File: src/rtl/timer_display.sv
// timer_display: binary MM:SS from the countdown timer to four active-low
// seven-segment digit drives, with a sequential double-dabble and an expiry blink.
module timer_display #(
  parameter int BLINK_CYCLES = 12500000
) (
  input  logic       clock,
  input  logic       reset,
  input  logic [5:0] min_in,
  input  logic [5:0] sec_in,
  input  logic       timer_end,
  output logic [6:0] seg_m1,
  output logic [6:0] seg_m0,
  output logic [6:0] seg_s1,
  output logic [6:0] seg_s0,
  output logic       busy
);
  localparam int CW = $clog2(BLINK_CYCLES);
  typedef enum logic [1:0] {IDLE, SHIFT, COMMIT} state_t;
  state_t        state_q, state_d;
  logic [5:0]    last_min_q, last_min_d, last_sec_q, last_sec_d;
  logic [5:0]    work_min_q, work_min_d, work_sec_q, work_sec_d;
  logic [7:0]    bcd_min_q, bcd_min_d, bcd_sec_q, bcd_sec_d;
  logic [2:0]    cnt_q, cnt_d;
  logic [15:0]   dig_q, dig_d;
  logic [CW-1:0] blk_q, blk_d;
  logic          blank_q, blank_d, busy_q, blk_wrap;
  logic [27:0]   seg_q, seg_d;

  function automatic logic [7:0] adj(input logic [7:0] b);
    return {b[7:4] >= 4'd5 ? b[7:4] + 4'd3 : b[7:4], b[3:0] >= 4'd5 ? b[3:0] + 4'd3 : b[3:0]};
  endfunction

  function automatic logic [6:0] enc(input logic [3:0] d);
    case (d)
      4'd0: enc = 7'h40;
      4'd1: enc = 7'h79;
      4'd2: enc = 7'h24;
      4'd3: enc = 7'h30;
      4'd4: enc = 7'h19;
      4'd5: enc = 7'h12;
      4'd6: enc = 7'h02;
      4'd7: enc = 7'h78;
      4'd8: enc = 7'h00;
      4'd9: enc = 7'h10;
      default: enc = 7'h7F;
    endcase
  endfunction

  assign blk_wrap = blk_q == CW'(BLINK_CYCLES - 1);

  always_comb begin
    state_d    = state_q;
    last_min_d = last_min_q;
    last_sec_d = last_sec_q;
    work_min_d = work_min_q;
    work_sec_d = work_sec_q;
    bcd_min_d  = bcd_min_q;
    bcd_sec_d  = bcd_sec_q;
    cnt_d      = cnt_q;
    dig_d      = dig_q;
    case (state_q)
      IDLE: if ({min_in, sec_in} != {last_min_q, last_sec_q}) begin
        work_min_d = min_in;
        work_sec_d = sec_in;
        bcd_min_d  = '0;
        bcd_sec_d  = '0;
        cnt_d      = 3'd6;
        state_d    = SHIFT;
      end
      SHIFT: begin
        // work rotates rather than shifts, so after six steps it holds the captured value again
        {bcd_min_d, work_min_d} = 14'({adj(bcd_min_q), work_min_q[5], work_min_q[4:0], work_min_q[5]});
        {bcd_sec_d, work_sec_d} = 14'({adj(bcd_sec_q), work_sec_q[5], work_sec_q[4:0], work_sec_q[5]});
        cnt_d   = cnt_q - 3'd1;
        state_d = cnt_q == 3'd1 ? COMMIT : SHIFT;
      end
      COMMIT: begin
        dig_d      = {bcd_min_q, bcd_sec_q};
        last_min_d = work_min_q;
        last_sec_d = work_sec_q;
        state_d    = IDLE;
      end
      default: state_d = IDLE;
    endcase
    blk_d   = timer_end ? (blk_wrap ? '0 : blk_q + 1'b1) : '0;
    blank_d = timer_end ? blank_q ^ blk_wrap : 1'b0;
    for (int i = 0; i < 4; i++) seg_d[i*7 +: 7] = blank_q ? 7'h7F : enc(dig_q[i*4 +: 4]);
  end

  always_ff @(posedge clock or negedge reset) begin
    if (!reset) begin
      state_q    <= IDLE;
      last_min_q <= '0;
      last_sec_q <= '0;
      work_min_q <= '0;
      work_sec_q <= '0;
      bcd_min_q  <= '0;
      bcd_sec_q  <= '0;
      cnt_q      <= '0;
      dig_q      <= '0;
      blk_q      <= '0;
      blank_q    <= 1'b0;
      busy_q     <= 1'b0;
      seg_q      <= {4{7'h40}};
    end else begin
      state_q    <= state_d;
      last_min_q <= last_min_d;
      last_sec_q <= last_sec_d;
      work_min_q <= work_min_d;
      work_sec_q <= work_sec_d;
      bcd_min_q  <= bcd_min_d;
      bcd_sec_q  <= bcd_sec_d;
      cnt_q      <= cnt_d;
      dig_q      <= dig_d;
      blk_q      <= blk_d;
      blank_q    <= blank_d;
      busy_q     <= state_d != IDLE;
      seg_q      <= seg_d;
    end
  end

  assign {seg_m1, seg_m0, seg_s1, seg_s0} = seg_q;
  assign busy = busy_q;
endmodule
File: config.mk
export PLATFORM = sky130hd
export DESIGN_NAME = timer_display
export DESIGN_NICKNAME = d
export VERILOG_FILES = /design/src/rtl/timer_display.sv
export SDC_FILE = /design/constraint.sdc
export NUM_CORES = 1
export LEC_CHECK = 0
export CAP_MARGIN = 40
export CORE_UTILIZATION = 50
export DETAILED_ROUTE_END_ITERATION = 7
export HOLD_SLACK_MARGIN = 0.02
export PLACE_DENSITY = 0.7
export SLEW_MARGIN = 20
export SYNTH_ARGS = -nofsm -noshare
export SYNTH_HDL_FRONTEND = slang
export SYNTH_SLANG_ARGS = --single-unit
File: constraint.sdc
create_clock -name clock -period 2.41 [get_ports clock]
set_clock_uncertainty 0.05 [all_clocks]
set_input_delay 0.3615 -clock clock [delete_from_list [all_inputs] [get_ports clock]]
set_output_delay 0.3615 -clock clock [all_outputs]
set_load 0.05 [all_outputs]
==> flow_summary.json, run 1 <==
{
  "final_layout_size_suffix_gt1_share_pct": 13.8,
  "ys_ff_latch": 115,
  "viasPerCell": 5.62,
  "critPathKind": "flip-flop to primary output",
  "coreArea_um2": 11500,
  "critical_path_buf_inv_count": 1,
  "drv_slew": 0,
  "finalPower_mw": 10.3,
  "crit_path_start_kind": "flip-flop",
  "antennaDiodeCount": 0,
  "end_kind": "primary output",
  "synth_most_common_cell": "dfrtp_1",
  "ant_nets": 0,
  "io_buffers": 43,
  "critPathMaxFanout": 1,
  "multiInputGateArea_um2": 2830,
  "hp-class": "flip-flop to flip-flop",
  "ioPinCount": 44,
  "detail_route.first_pass.iterations": 4,
  "critPathRequiredTime_ns": 2.00,
  "slowest_stage": "clkdlybuf4s50_1",
  "hold_violations": 0,
  "status": "finished clean",
  "syn-cell-area_um2": 5920,
  "ys_top_cells_by_area": "dfrtp_1 (47%), ha_1 (6.6%), mux2_2 (4.4%)",
  "initial_core_util_pct": 51.6,
  "root_buffer": "clkbuf_16",
  "yosysTopAreaCell": "dfrtp_1",
  "cts_num_sinks": 115,
  "min_period_ns": 2.13,
  "min_period_over_period_pct": 88.4,
  "worstMarginPinSlew_ns": 0.615,
  "grt_pass1_wl_um": 20200,
  "dominantRegCellSynth": "dfrtp_1",
  "synth_nets": 625,
  "gr-total-overflow": 0,
  "cp_slowest_stage_delay_ns": 0.79,
  "max-vdd-ir-drop_mv": 1.20,
  "syn_area_per_cell_um2": 10.2,
  "synthTopCellsByCount": "dfrtp_1 (111), nor2_1 (52), nand2_1 (39), a21oi_1 (32), ha_1 (31)",
  "regArea_um2": 2880,
  "post-cts-setup-buffers": 0,
  "die_area_um2": 12300,
  "nFillCells": 954,
  "cts-resized-gates": 0,
  "gp_congestion": 0.800,
  "critical_path.top_delay_family": "buffers and inverters",
  "clock_latency_ns": 0.41,
  "drt-initial-drc-count": 220,
  "drc": 0,
  "synth_top_area_share_pct": 47.0,
  "leakage_nw": 3.10,
  "die_h_um": 111,
  "finalSetupTns_ns": 0,
  "rsz0062_at_grt": "false",
  "num_vias": 4425,
  "synthToLayoutAreaGrowth_pct": 22.7,
  "fin_worst_hold_slack_ns": 0.457,
  "synth_async_sr_flop_share_pct": 100,
  "htree_levels": 4,
  "max_cap_viol_count": 0,
  "row_count": 39,
  "grt_pass1_vias": 4368,
  "antenna_found_initial": 0,
  "ys_warn_count": 0,
  "syn_inst": 579,
  "finalSetupViolCount": 0,
  "path_cells": "clkdlybuf4s50_1",
  "num-nets-final": 678,
  "die_w_um": 111,
  "cp.arrival_ns": 1.72,
  "synth-edff-count": 0,
  "slew_headroom_pct": 59.0,
  "cts_tree": "yes",
  "synth-seq-area-share_pct": 48.7,
  "ys_types": 47,
  "final_util_pct": 63.3,
  "grt_usage_pct": 20.3,
  "layout.cells.non_filler": 788,
  "wire_per_inst_um": 14.7,
  "grt_max_degree": 116,
  "hpwl_um": 7580,
  "p_per_area_nw_per_um2": 1420,
  "cts_buffers": 17,
  "drt-total-wl_um": 11600,
  "numPlacedInstances": 755,
  "cts.path.max_buffers": 2,
  "path_clk_slew_ns": 0.06,
  "max_freq_mhz": 470
}
==> routing by layer <==
| layer | up-vias | GRT usage (%) | share of wire, % |
|---|---|---|---|
| met5 | - | 0 | 0 |
| li1 | 2169 | - | - |
| met1 | 2153 | 26.0 | 46 |
| met4 | 0 | 7.56 | 1.0 |
| met3 | 13 | 6.01 | 4.2 |
| met2 | 90 | 32.6 | 49 |
==> what timing repair did <==
action / in CTS / in global routing
hold buffers: 1 / 0
endpoints found under the setup margin: 0 / 0
hold endpoints to repair: 36 / 0
==> state kept, by name (all words and copies together) (netlist names) <==
| register | count |
|---|---|
| bcd_min_q | 8 |
| bcd_sec_q | 8 |
| blank_q | 1 |
| blk_q | 24 |
| busy | 1 |
| cnt_q | 3 |
| dig_q | 16 |
| last_min_q | 6 |
| last_sec_q | 6 |
| seg_q | 28 |
| state_q | 2 |
| work_min_q | 6 |
| work_sec_q | 6 |
==> final timing paths <==
kind | to | cells past startpoint | from | slack [ns]
setup / recovery | seg_m1[6] | 1 | seg_q[27] | 0.28
hold / removal | bcd_min_q[5] | 1 | bcd_min_q[5] | 0.46
setup reg to reg | blk_q[22] | 5 | blk_q[0] | 0.39
hold reg to reg | bcd_min_q[5] | 1 | bcd_min_q[5] | 0.46
max in group asynchronous | dig_q[10] | 3 | reset | 1.33
min in group asynchronous | seg_q[9] | 3 | reset | 0.51
==> worst reg2reg max path, cell delays in order (launching register included) <==
cell     delay (ns)
dfrtp_1        0.41
ha_1           0.25
and4_2         0.28
nand4_1        0.26
or4_1          0.50
a21oi_1        0.17
==> kinds of logic after synthesis <==
logic type / Yosys count / synth area share [%]
AOI/OAI and AO/OA: 137 / 15.2
DFF: 115 / 48.7
buffers and inverters: 54 / 3.51
adders and majority gates: 31 / 6.56
muxes: 25 / 4.72
and+or+nand+nor: 187 / 16.8
xor gates and xnor gates: 30 / 4.44
==> layout make-up <==
type / count / share of cell area, %
clock buffer: 17 / 5.86
inverter: 27 / 1.40
multi-input combinational: 410 / 39.0
tap: 143 / 2.46
timing repair buffer: 61 / 7.96
sequential: 115 / 39.7
clock inverter: 15 / 3.60
==> cells in the final DEF (no fill, tap or decap), types with 6 or more instances in the layout <==
cell type and n:
buf_4 17, nor3_1 7, or3_1 7, nor4b_1 14, nand4_1 6, ha_1 31
o21ai_0 24, a21oi_1 32, a22o_1 12, a211oi_1 16, nor2_1 52, clkbuf_16 17
mux2_2 23, nand2_1 39, dfrtp_1 111, clkdlybuf4s50_1 42, nand2b_1 17, o21bai_1 20
xnor2_1 25, inv_1 27, bufinv_16 7, nand3_1 11, o22ai_1 13, nor2b_1 8
==> power by group <==
part           leakage [nW]  switching (mW)  total (mW)  internal, mW
combinational          1.35            2.27        4.00          1.74
clock                 0.329           0.886        2.92          2.03
sequential             1.43           0.672        3.36          2.68
==> through the flow <==
stage               worst slack [ns]  instance area (um2)
floorplan                      0.564                 5920
global route                   0.246                 7260
CTS                            0.260                 7260
global placement               0.117                 6560
detailed placement            0.0467                 6560
finish                         0.280                 7260
No activity file was read; power rests on OpenSTA's default activity.
==> run 2: changes to the inputs <==
- CORE_ASPECT_RATIO: unset -> 0.75
==> run 2 against run 1 <==
Clock power decreased by 12%. Fmax grew 0.34%. Global-route usage up 0.83 points. Combinational power hardly changed. Critical path depth unchanged. Design area fell by 0.65%. Flip-flop and latch count unchanged. Clock-buffer cell count up 12. First-iteration DRC count increased by 22%. Cell count up 2.4%.
==> flow_summary.json, run 2 (synthesized netlist as in run 1, its figures left out) <==
{
  "root_buffer": "clkbuf_16",
  "nFillCells": 942,
  "largest_register_ffs": 28,
  "rsz0062_at_grt": "false",
  "layout.cells.non_filler": 807,
  "slowest_stage": "clkdlybuf4s50_1",
  "p_per_area_nw_per_um2": 1380,
  "fin_worst_hold_slack_ns": 0.466,
  "finalSetupTns_ns": 0,
  "antenna_found_initial": 0,
  "finalPower_mw": 9.93,
  "htree_levels": 4,
  "cts_buffers": 17,
  "io_buffers": 43,
  "critPathKind": "flip-flop to primary output",
  "top_regs": "seg_q: 28 flops, blk_q: 24 flops, dig_q: 16 flops",
  "leakage_nw": 3.08,
  "crit_path_start_kind": "flip-flop",
  "rr_endpoint": "blk_q[19]",
  "path_cells": "clkdlybuf4s50_1",
  "final_util_pct": 62.3,
  "critical_path.top_delay_family": "buffers and inverters",
  "gr-total-overflow": 0,
  "slew_headroom_pct": 59.5,
  "r2r_cells": 4,
  "place_ws_ns": 0.0435,
  "layout_commonest_cell": "dfrtp_1",
  "reg2reg_slack_ns": 0.37,
  "critPathRequiredTime_ns": 2.00,
  "hold_end": "blk_q[0]",
  "grt_usage_pct": 21.1,
  "hold_violations": 0,
  "coreArea_um2": 11600,
  "die_w_um": 128,
  "drc": 0,
  "cp.arrival_ns": 1.71,
  "row_count": 34,
  "status": "finished clean",
  "design_area_um2": 7210,
  "critPathMaxFanout": 1,
  "grt_max_degree": 116,
  "synthToLayoutAreaGrowth_pct": 21.9,
  "critical_path_buf_inv_count": 1,
  "worstMarginPinSlew_ns": 0.608,
  "num-nets-final": 678,
  "cts.path.max_buffers": 2,
  "cts_num_sinks": 115,
  "place_area_um2": 6590,
  "regMostFlops": "seg_q",
  "detail_route.first_pass.iterations": 5,
  "hp-class": "flip-flop to flip-flop",
  "path_clk_slew_ns": 0.05,
  "viasPerCell": 5.49,
  "gp_congestion": 0.833,
  "cts-resized-gates": 0,
  "postCtsHoldBufs": 1,
  "grt_pass1_wl_um": 20200,
  "hpwl_um": 7810,
  "layout_common_cells": "dfrtp_1 (111), nor2_1 (52), clkdlybuf4s50_1 (42), nand2_1 (39), a21oi_1 (32)",
  "numPlacedInstances": 774,
  "ant_nets": 0,
  "finalSetupViolCount": 0,
  "whs_path_depth": 1,
  "num_vias": 4433,
  "drt-total-wl_um": 11800,
  "wire_per_inst_um": 14.6,
  "ioPinCount": 44,
  "cts_tree": "yes",
  "clock_latency_ns": 0.42,
  "final_layout_size_suffix_gt1_share_pct": 13.2,
  "min_period_ns": 2.12,
  "worstReg2RegStart": "blk_q[2]",
  "min_period_over_period_pct": 88.1,
  "end_kind": "primary output",
  "cp_slowest_stage_delay_ns": 0.79,
  "max-vdd-ir-drop_mv": 0.642,
  "max_cap_viol_count": 0,
  "worstHoldStart": "blk_q[0]",
  "max_freq_mhz": 471,
  "die_h_um": 96.2,
  "drv_slew": 0,
  "drt-initial-drc-count": 268,
  "post-cts-setup-buffers": 0,
  "initial_core_util_pct": 51.1,
  "setup_slack_ns": 0.287,
  "die_area_um2": 12300,
  "antennaDiodeCount": 0,
  "grt_pass1_vias": 4224
}
## run 2: cell count changes in the layout (fill, tap and decap cells not counted)
cell,delta
bufinv_16,-5
clkbuf_1,+4
clkbuf_8,+8
clkinv_2,-3
clkinv_4,-1
clkinvlp_4,-3
## run 2: cell type report
class                   count  area (um2)  share of cell area, %
inverters                  27         101                   1.41
clock inverters             3        65.1                  0.902
clock buffers              29         551                   7.63
repair buffers             61         578                   8.01
flip-flops and latches    115        2880                   40.0
well taps                 162         203                   2.81
multi-input cells         410        2830                   39.3
## run 2: how the worst max path moves through the flow
stage	start	endpoint	cells past startpoint
final	seg_q[20]	seg_m0[6]	1
after global routing	seg_q[6]	seg_s0[6]	1
after CTS	seg_q[6]	seg_s0[6]	1
after detailed placement	sec_in[1]	work_min_q[1]	5
after global placement	sec_in[1]	work_sec_q[0]	5
after floorplan	blk_q[0]	blk_q[10]	6
## run 2: per-layer routing
layer | vias up | part of all wire (%) | GRT usage [%]
li1 | 2157 | - | -
met1 | 2166 | 50 | 28.5
met2 | 92 | 45 | 32.7
met3 | 18 | 4.2 | 5.61
met4 | 0 | 1.4 | 8.73
met5 | - | 0 | 0
## run 2: report_power, final
group	total, mW	switching [mW]	leakage (nW)	internal [mW]
logic	4.02	2.29	1.35	1.74
registers	3.35	0.664	1.43	2.69
clock network	2.56	0.821	0.304	1.74
==> run 3: changes to the inputs <==
- PLACE_DENSITY: 0.7 -> 0.79
==> run 3 against run 2 <==
Setup slack worse by 0.012 ns. First-iteration DRC count up 73%. Die area unchanged. Critical endpoint is now seg_s0[6]. Cell count up 0.12%. Hold slack worse by 0.061 ns. Register-to-register slack better by 0.05 ns. Largest cell class unchanged. Flip-flop and latch count unchanged. Highest routed layer unchanged. Sequential share of layout area down 0.12 points.
==> flow_summary.json, run 3 (synthesized netlist as in run 1, its figures left out) <==
{
  "status": "finished clean",
  "worstMarginPinSlew_ns": 0.514,
  "final_layout_size_suffix_gt1_share_pct": 13.5,
  "worstReg2RegStart": "blk_q[0]",
  "critical_path_buf_inv_count": 1,
  "slew_headroom_pct": 65.7,
  "num-nets-final": 679,
  "drv_slew": 0,
  "cp.arrival_ns": 1.72,
  "die_area_um2": 12300,
  "cts.path.max_buffers": 2,
  "cts_tree": "yes",
  "p_per_area_nw_per_um2": 1400,
  "layout_common_cells": "dfrtp_1 (111), nor2_1 (52), clkdlybuf4s50_1 (42), nand2_1 (39), a21oi_1 (32)",
  "min_period_ns": 2.13,
  "row_count": 34,
  "clock_latency_ns": 0.42,
  "wire_per_inst_um": 15.8,
  "gr-total-overflow": 0,
  "finalSetupTns_ns": 0,
  "rr_endpoint": "blk_q[22]",
  "antennaDiodeCount": 0,
  "root_buffer": "clkbuf_16",
  "slowest_stage": "clkdlybuf4s50_1",
  "leakage_nw": 3.09,
  "critPathKind": "flip-flop to primary output",
  "layout_commonest_cell": "dfrtp_1",
  "die_w_um": 128,
  "grt_pass1_vias": 4416,
  "max-vdd-ir-drop_mv": 0.640,
  "viasPerCell": 5.69,
  "cp_slowest_stage_delay_ns": 0.80,
  "drt-total-wl_um": 12800,
  "drc": 0,
  "end_kind": "primary output",
  "grt_pass1_wl_um": 21600,
  "critPathMaxFanout": 1,
  "num_vias": 4596,
  "max_freq_mhz": 468,
  "top_regs": "seg_q: 28 flops, blk_q: 24 flops, dig_q: 16 flops",
  "antenna_found_initial": 0,
  "initial_core_util_pct": 51.1,
  "io_buffers": 43,
  "max_cap_viol_count": 0,
  "htree_levels": 4,
  "hp-class": "primary input to async pin",
  "min_period_over_period_pct": 88.6,
  "reg2reg_slack_ns": 0.42,
  "ant_nets": 0,
  "path_cells": "clkdlybuf4s50_1",
  "rsz0062_at_grt": "false",
  "critPathRequiredTime_ns": 2.00,
  "die_h_um": 96.2,
  "grt_max_degree": 41,
  "ioPinCount": 44,
  "hold_violations": 0,
  "coreArea_um2": 11600,
  "largest_register_ffs": 28,
  "detail_route.first_pass.iterations": 6,
  "cts_num_sinks": 115,
  "path_clk_slew_ns": 0.05,
  "gp_congestion": 0.827,
  "drt-initial-drc-count": 464,
  "grt_usage_pct": 22.6,
  "critical_path.top_delay_family": "buffers and inverters",
  "synthToLayoutAreaGrowth_pct": 22.3,
  "finalSetupViolCount": 0,
  "r2r_cells": 5,
  "final_util_pct": 62.5,
  "cts_buffers": 17,
  "regMostFlops": "seg_q",
  "hpwl_um": 8590,
  "crit_path_start_kind": "flip-flop"
}
-- run 3: worst max path at each step --
stage,start,end,slack [ns],depth (start not counted)
6_report,seg_q[6],seg_s0[6],0.28,1
5_1_grt,seg_q[6],seg_s0[6],0.24,1
4_1_cts,seg_q[6],seg_s0[6],0.26,1
3_5_place_dp,min_in[4],work_sec_q[1],0.07,5
3_3_place_gp,min_in[2],work_sec_q[2],0.17,5
2_1_floorplan,blk_q[0],blk_q[10],0.56,6
-- run 3: per-layer routing --
layer / share of wire [%] / wire, um / up-vias / GRT usage (%)
met3: 4.2 / 539 / 24 / 4.17
met1: 46 / 5890 / 2274 / 29.7
met5: 0 / 0 / - / 0
met4: 1.7 / 223 / 0 / 9.90
met2: 48 / 6100 / 127 / 37.1
li1: - / - / 2171 / -
-- run 3: layout make-up --
cell class                      count  area, um2
Fill cell                         907       4340
Sequential cell                   115       2880
Timing Repair Buffer               62        586
Tap cell                          162        203
Clock inverter                      9        151
Multi-Input combinational cell    410       2830
Clock buffer                       23        478
Inverter                           27        101
-- run 3: power breakdown --
part / total, mW / switching, mW / leakage [nW] / internal, mW
sequential: 3.37 / 0.689 / 1.43 / 2.69
combinational: 4.08 / 2.35 / 1.35 / 1.73
clock: 2.67 / 0.867 / 0.307 / 1.81
total: 10.1 / 3.91 / 3.09 / 6.22
-- run 3: what timing repair did --
item / 4_1_cts / 5_1_grt
buffers inserted: 0 / 0
gates resized for setup: 0 / 0
hold buffers: 1 / 0
endpoints found under the hold margin: 32 / 0
-- run 3: per-stage QoR --
step / cells / total power, mW / instance area (um2) / worst slack (ns) / hold WS (ns)
2_1_floorplan: 579 / 6.21 / 5920 / 0.564 / 0.0159
5_1_grt: 808 / 10.7 / 7230 / 0.237 / 0.454
4_1_cts: 808 / 10.2 / 7230 / 0.262 / 0.431
3_3_place_gp: 775 / 7.22 / 6600 / 0.168 / 0.289
3_5_place_dp: 775 / 7.44 / 6600 / 0.0706 / 0.301
6_report: 808 / 10.1 / 7230 / 0.275 / 0.405
